$ cat src/rtl/palram_if.sv
// Bus between the palette RAM controller and its three neighbours: the pixel pipeline, the 68k
// CPU port, and the pins of the two palette RAMs.
interface palram_if;
    logic        PAL_BANK;
    logic        VID_REQ;
    logic [11:0] VID_INDEX;
    logic [15:0] COLOR;
    logic        COLOR_VALID;
    logic        CPU_REQ;
    logic        CPU_WE;
    logic [11:0] CPU_ADDR;
    logic [15:0] CPU_WDATA;
    logic [15:0] CPU_RDATA;
    logic        CPU_ACK;
    logic [12:0] PAL_ADDR;
    logic [15:0] PAL_DOUT;
    logic        PAL_DOE;
    logic [15:0] PAL_DIN;
    logic        nPAL_CE;
    logic        nPAL_OE;
    logic        nPAL_WE;

    modport master (
        output PAL_BANK, VID_REQ, VID_INDEX, CPU_REQ, CPU_WE, CPU_ADDR, CPU_WDATA, PAL_DIN,
        input  COLOR, COLOR_VALID, CPU_RDATA, CPU_ACK, PAL_ADDR, PAL_DOUT, PAL_DOE,
               nPAL_CE, nPAL_OE, nPAL_WE
    );

    modport slave (
        input  PAL_BANK, VID_REQ, VID_INDEX, CPU_REQ, CPU_WE, CPU_ADDR, CPU_WDATA, PAL_DIN,
        output COLOR, COLOR_VALID, CPU_RDATA, CPU_ACK, PAL_ADDR, PAL_DOUT, PAL_DOE,
               nPAL_CE, nPAL_OE, nPAL_WE
    );
endinterface

$ cat src/rtl/palram_ctrl.sv
// Palette RAM slot controller: one fixed-length slot per pixel, shared between video colour
// lookups (always first) and 68k reads/writes, driving the pins of the two 8-bit palette RAMs.
module palram_ctrl #(
    parameter int unsigned SLOT_LEN  = 4,
    parameter int unsigned SAMPLE_PH = 3,
    parameter int unsigned WE_START  = 1,
    parameter int unsigned WE_END    = 2
) (
    input logic     CLK_24M,
    input logic     RESET,
    palram_if.slave bus
);
    localparam int unsigned PhW = $clog2(SLOT_LEN);

    localparam logic [PhW-1:0] PhLast    = PhW'(SLOT_LEN - 1);
    localparam logic [PhW-1:0] PhSample  = PhW'(SAMPLE_PH);
    localparam logic [PhW-1:0] PhWeStart = PhW'(WE_START);
    localparam logic [PhW-1:0] PhWeEnd   = PhW'(WE_END);

    localparam logic [1:0] StIdle = 2'd0;
    localparam logic [1:0] StVrd  = 2'd1;
    localparam logic [1:0] StCrd  = 2'd2;
    localparam logic [1:0] StCwr  = 2'd3;

    logic [PhW-1:0] ph_q, ph_d;
    logic [1:0]     state_q, state_d;
    logic [12:0]    addr_q, addr_d;
    logic [15:0]    dout_q, dout_d;
    logic [15:0]    color_q, color_d;
    logic           color_valid_q, color_valid_d;
    logic [15:0]    rdata_q, rdata_d;
    logic           ack_q, ack_d;
    logic           ce_n_q, ce_n_d;
    logic           oe_n_q, oe_n_d;
    logic           we_n_q, we_n_d;
    logic           doe_q, doe_d;
    logic           cpu_slot;

    // A CPU slot that is just ending still has its ACK in flight; the requester cannot have
    // dropped CPU_REQ yet, so it must not win this arbitration.
    assign cpu_slot = (state_q == StCrd) || (state_q == StCwr);

    always_comb begin
        ph_d          = (ph_q == PhLast) ? '0 : ph_q + 1'b1;
        state_d       = state_q;
        addr_d        = addr_q;
        dout_d        = dout_q;
        color_d       = color_q;
        rdata_d       = rdata_q;
        color_valid_d = 1'b0;
        ack_d         = 1'b0;

        if (ph_q == PhSample) begin
            if (state_q == StVrd) begin
                color_d       = bus.PAL_DIN;
                color_valid_d = 1'b1;
            end
            if (state_q == StCrd) begin
                rdata_d = bus.PAL_DIN;
                ack_d   = 1'b1;
            end
        end

        if (ph_q == PhLast) begin
            if (state_q == StCwr) begin
                ack_d = 1'b1;
            end
            if (bus.VID_REQ) begin
                state_d = StVrd;
                addr_d  = {bus.PAL_BANK, bus.VID_INDEX};
            end else if (bus.CPU_REQ && !cpu_slot) begin
                state_d = bus.CPU_WE ? StCwr : StCrd;
                addr_d  = {bus.PAL_BANK, bus.CPU_ADDR};
                if (bus.CPU_WE) begin
                    dout_d = bus.CPU_WDATA;
                end
            end else begin
                state_d = StIdle;
            end
        end

        // RAM pins are registered from the next state so they never glitch.
        ce_n_d = (state_d == StIdle);
        oe_n_d = !((state_d == StVrd) || (state_d == StCrd));
        we_n_d = !((state_d == StCwr) && (ph_d >= PhWeStart) && (ph_d <= PhWeEnd));
        doe_d  = (state_d == StCwr);
    end

    always_ff @(posedge CLK_24M) begin
        if (RESET) begin
            ph_q          <= '0;
            state_q       <= StIdle;
            addr_q        <= '0;
            dout_q        <= '0;
            color_q       <= '0;
            color_valid_q <= 1'b0;
            rdata_q       <= '0;
            ack_q         <= 1'b0;
            ce_n_q        <= 1'b1;
            oe_n_q        <= 1'b1;
            we_n_q        <= 1'b1;
            doe_q         <= 1'b0;
        end else begin
            ph_q          <= ph_d;
            state_q       <= state_d;
            addr_q        <= addr_d;
            dout_q        <= dout_d;
            color_q       <= color_d;
            color_valid_q <= color_valid_d;
            rdata_q       <= rdata_d;
            ack_q         <= ack_d;
            ce_n_q        <= ce_n_d;
            oe_n_q        <= oe_n_d;
            we_n_q        <= we_n_d;
            doe_q         <= doe_d;
        end
    end

    assign bus.PAL_ADDR    = addr_q;
    assign bus.PAL_DOUT    = dout_q;
    assign bus.PAL_DOE     = doe_q;
    assign bus.nPAL_CE     = ce_n_q;
    assign bus.nPAL_OE     = oe_n_q;
    assign bus.nPAL_WE     = we_n_q;
    assign bus.COLOR       = color_q;
    assign bus.COLOR_VALID = color_valid_q;
    assign bus.CPU_RDATA   = rdata_q;
    assign bus.CPU_ACK     = ack_q;
endmodule
$ cat src/flat_wrapper.sv
// flat-port wrapper written by rule: the top's interface ports become plain ports
module palram_ctrl_flat 
#(
    parameter int unsigned SLOT_LEN  = 4,
    parameter int unsigned SAMPLE_PH = 3,
    parameter int unsigned WE_START  = 1,
    parameter int unsigned WE_END    = 2
)
  (CLK_24M, RESET, bus_PAL_BANK, bus_VID_REQ, bus_VID_INDEX, bus_CPU_REQ, bus_CPU_WE, bus_CPU_ADDR, bus_CPU_WDATA, bus_PAL_DIN, bus_COLOR, bus_COLOR_VALID, bus_CPU_RDATA, bus_CPU_ACK, bus_PAL_ADDR, bus_PAL_DOUT, bus_PAL_DOE, bus_nPAL_CE, bus_nPAL_OE, bus_nPAL_WE);
  palram_if bus_i ();
  input logic CLK_24M;
  input logic RESET;
  input wire logic [$bits(bus_i.PAL_BANK)-1:0] bus_PAL_BANK;
  input wire logic [$bits(bus_i.VID_REQ)-1:0] bus_VID_REQ;
  input wire logic [$bits(bus_i.VID_INDEX)-1:0] bus_VID_INDEX;
  input wire logic [$bits(bus_i.CPU_REQ)-1:0] bus_CPU_REQ;
  input wire logic [$bits(bus_i.CPU_WE)-1:0] bus_CPU_WE;
  input wire logic [$bits(bus_i.CPU_ADDR)-1:0] bus_CPU_ADDR;
  input wire logic [$bits(bus_i.CPU_WDATA)-1:0] bus_CPU_WDATA;
  input wire logic [$bits(bus_i.PAL_DIN)-1:0] bus_PAL_DIN;
  output wire logic [$bits(bus_i.COLOR)-1:0] bus_COLOR;
  output wire logic [$bits(bus_i.COLOR_VALID)-1:0] bus_COLOR_VALID;
  output wire logic [$bits(bus_i.CPU_RDATA)-1:0] bus_CPU_RDATA;
  output wire logic [$bits(bus_i.CPU_ACK)-1:0] bus_CPU_ACK;
  output wire logic [$bits(bus_i.PAL_ADDR)-1:0] bus_PAL_ADDR;
  output wire logic [$bits(bus_i.PAL_DOUT)-1:0] bus_PAL_DOUT;
  output wire logic [$bits(bus_i.PAL_DOE)-1:0] bus_PAL_DOE;
  output wire logic [$bits(bus_i.nPAL_CE)-1:0] bus_nPAL_CE;
  output wire logic [$bits(bus_i.nPAL_OE)-1:0] bus_nPAL_OE;
  output wire logic [$bits(bus_i.nPAL_WE)-1:0] bus_nPAL_WE;
  assign bus_i.PAL_BANK = bus_PAL_BANK;
  assign bus_i.VID_REQ = bus_VID_REQ;
  assign bus_i.VID_INDEX = bus_VID_INDEX;
  assign bus_i.CPU_REQ = bus_CPU_REQ;
  assign bus_i.CPU_WE = bus_CPU_WE;
  assign bus_i.CPU_ADDR = bus_CPU_ADDR;
  assign bus_i.CPU_WDATA = bus_CPU_WDATA;
  assign bus_i.PAL_DIN = bus_PAL_DIN;
  assign bus_COLOR = bus_i.COLOR;
  assign bus_COLOR_VALID = bus_i.COLOR_VALID;
  assign bus_CPU_RDATA = bus_i.CPU_RDATA;
  assign bus_CPU_ACK = bus_i.CPU_ACK;
  assign bus_PAL_ADDR = bus_i.PAL_ADDR;
  assign bus_PAL_DOUT = bus_i.PAL_DOUT;
  assign bus_PAL_DOE = bus_i.PAL_DOE;
  assign bus_nPAL_CE = bus_i.nPAL_CE;
  assign bus_nPAL_OE = bus_i.nPAL_OE;
  assign bus_nPAL_WE = bus_i.nPAL_WE;
  palram_ctrl #(.SLOT_LEN(SLOT_LEN), .SAMPLE_PH(SAMPLE_PH), .WE_START(WE_START), .WE_END(WE_END)) u_core (.CLK_24M(CLK_24M), .RESET(RESET), .bus(bus_i));
endmodule
$ cat config.mk
export PLATFORM = sky130hd
export DESIGN_NAME = palram_ctrl_flat
export DESIGN_NICKNAME = d
export VERILOG_FILES = /design/src/rtl/palram_if.sv /design/src/rtl/palram_ctrl.sv /design/src/flat_wrapper.sv
export SDC_FILE = /design/constraint.sdc
export NUM_CORES = 1
export LEC_CHECK = 0
export CAP_MARGIN = 20
export CORE_UTILIZATION = 45
export CTS_CLUSTER_SIZE = 12
export DETAILED_ROUTE_END_ITERATION = 7
export PLACE_DENSITY = 0.86
export SYNTH_ARGS = -nofsm -noshare
export SYNTH_HDL_FRONTEND = slang
export SYNTH_SLANG_ARGS = --single-unit
$ cat constraint.sdc
create_clock -name CLK_24M -period 2.15 [get_ports CLK_24M]
set_input_delay 0.43 -clock CLK_24M [delete_from_list [all_inputs] [get_ports CLK_24M]]
set_output_delay 0.43 -clock CLK_24M [all_outputs]
set_load 0.005 [all_outputs]
==> qor.yml <==
io_buffers: 128
core_area_um2: 6350
hold_viol_final: 0
worst-setup-path-type: "reg2reg"
cts_max_path_buffers: 2
drt-wirelength-per-cell_um: 13.99
drcViolationCount: 0
cts_buffers: 9
die_y_um: 83.11
path_clk_slew_ns: 0.07
synth_seq_area_share_pct: 48.01
cts_resized: 0
die_width_um: 83.11
grt_pass1_vias: 2552
vias: 2620
cap_viol_max_count: 0
ys_warn_count: 0
grt_use_total_pct: 21.19
cts.sinks: 71
slew_violations: 0
place_congestion: 0.7354
hold_depth: 2
cts_tree: "yes"
fin_area_um2: 4412
grt_max_degree: 52
synth_edf_count: 0
cts_root_buf: "clkbuf_8"
reg2regPathDepth: 5
num_io_pins: 129
synth_area_leader_cell: "dfxtp_1"
synth_top_area_share_pct: 48.01
hpwlAfterDp_um: 5125
grt_overflow: 0
antenna_found_initial: 0
via_per_inst: 5.000
synthTopCellsByArea: "dfxtp_1 48%, nand2_1 8.4%, a21oi_1 5.6%"
worstPathRequired_ns: 2.37
cts_hold_buf: 0
antenna_left: 0
drt_wl_total_um: 7330
fin_skew_ns: 0.007753
synthArstFlopShare_pct: 0
placed_area_um2: 4234
nNetsFinal: 509
max_freq_mhz: 557.4
max_slew_margin_pct: 47.89
grt_setup_unrepaired: "false"
firstDrtPassIters: 4
htree_levels: 3
yosysMostFrequentCell: "dfxtp_1"
diodes: 0
synth.cell_area_um2: 2960
grt_pass1_wl_um: 11790
finalCoreUtilization_pct: 69.48
start_util_pct: 46.62
max-vdd-ir-drop_mv: 0.5111
fp-row-count: 29
synthesis.nets: 391
ys_seq_elements: 71
yosys-top-cells-count: "71 x dfxtp_1, 66 x nand2_1, 33 x a21oi_1"
syn_avg_cell_area_um2: 9.109
finalCriticalPeriod_ns: 1.794
p_leak_nw: 1.635
drtIter0Drc: 95
power_density_nw_per_um2: 592.0
cp_max_fo: 12
ys.flop_type: "dfxtp_1"
clk_latency_ns: 0.33
drive_above_1_share_pct: 10.51
crit_path_start_kind: "flip-flop"
cts_setup_buffers: 0
area_delta_synth_final_pct: 49.03
syn_inst: 325
setup_tns_ns: 0
die_area_um2: 6907
finalCritPeriodShare_pct: 83.44
cp-end-kind: "flip-flop"
setup_viol: 0
hp-class: "reg2reg"
worst_slew_pin_slew_ns: 0.7816
status: "finished, final reports clean"
crit_arrival_ns: 2.01
yosysUniqueCellTypes: 27
==> final timing paths <==
kind                        startpoint                   end  slack, ns
hold / removal    u_core.bus.COLOR[13]  u_core.bus.COLOR[13]       0.46
setup reg to reg        u_core.ph_q[0]    u_core.bus.nPAL_CE       0.36
hold reg to reg   u_core.bus.COLOR[13]  u_core.bus.COLOR[13]       0.46
setup / recovery        u_core.ph_q[0]    u_core.bus.nPAL_CE       0.36
==> routing by layer <==
layer	vias to the layer above	track usage, %	share of wire [%]
met1	1235	23.57	41
met5	-	0	0
met4	0	7.994	0.95
li1	1311	-	-
met3	6	5.765	5.0
met2	68	38.30	53
==> flip-flops by register name (all words and copies together), names as in the netlist <==
register and count:
u_core.bus.COLOR 16, u_core.bus.CPU_RDATA 16, u_core.bus.PAL_DOUT 16, u_core.bus.PAL_ADDR 13
u_core.ph_q 2, u_core.state_q 2, u_core.bus.COLOR_VALID 1, u_core.bus.CPU_ACK 1
u_core.bus.PAL_DOE 1, u_core.bus.nPAL_CE 1, u_core.bus.nPAL_OE 1, u_core.bus.nPAL_WE 1
==> kinds of logic (layout without fill, tap and decap cells) <==
kind of cell    after synthesis  in the layout  share of synthesized area, %
simple gates                143            143                         25.49
mux                          25             25                         8.960
flops                        71             71                         48.01
buf+inv                      31            153                         5.790
compound gates               51             51                         10.06
fa+ha+maj                     4              4                         1.691
==> power by group <==
group / internal (mW) / switching (mW) / leakage [nW] / total, mW
Sequential: 1.34 / 0.0120 / 0.573 / 1.35
Clock: 0.522 / 0.453 / 0.0957 / 0.974
Combinational: 0.182 / 0.107 / 0.966 / 0.289
==> critical path: stages, from the launching register on <==
cell	delay (ns)
dfxtp_1	0.35
ha_1	0.41
nor4bb_4	0.34
a21oi_1	0.12
ha_1	0.20
or2_2	0.26
==> cells in the final DEF (no fill, tap or decap), types with 11 or more instances in the layout <==
cell,n
clkdlybuf4s50_1,127
dfxtp_1,71
nand2_1,66
a21oi_1,33
nand2b_1,20
nor2_1,18
nand4b_1,16
nor2b_1,14
mux2i_1,13
mux2_2,12
o21ai_2,11
==> area by class of cell <==
class / count / area [um^2]
clock buffer: 10 / 127.6
clock inverter: 5 / 50.05
fill: 510 / 1938
inverter: 4 / 15.01
multi-input combinational: 223 / 1368
sequential: 71 / 1421
tap: 77 / 96.34
timing repair buffer: 134 / 1334
==> per-stage QoR <==
step	worst slack, ns	cells	hold WS, ns	power, mW
after floorplan	0.5714	325	0.4323	1.497
after global placement	0.1821	509	0.4389	1.663
after detailed placement	0.1121	509	0.4476	1.668
after CTS	0.3371	524	0.4580	2.642
after global routing	0.1477	524	0.4751	2.716
final	0.3560	524	0.4556	2.612
No activity file was read; power rests on OpenSTA's default activity.
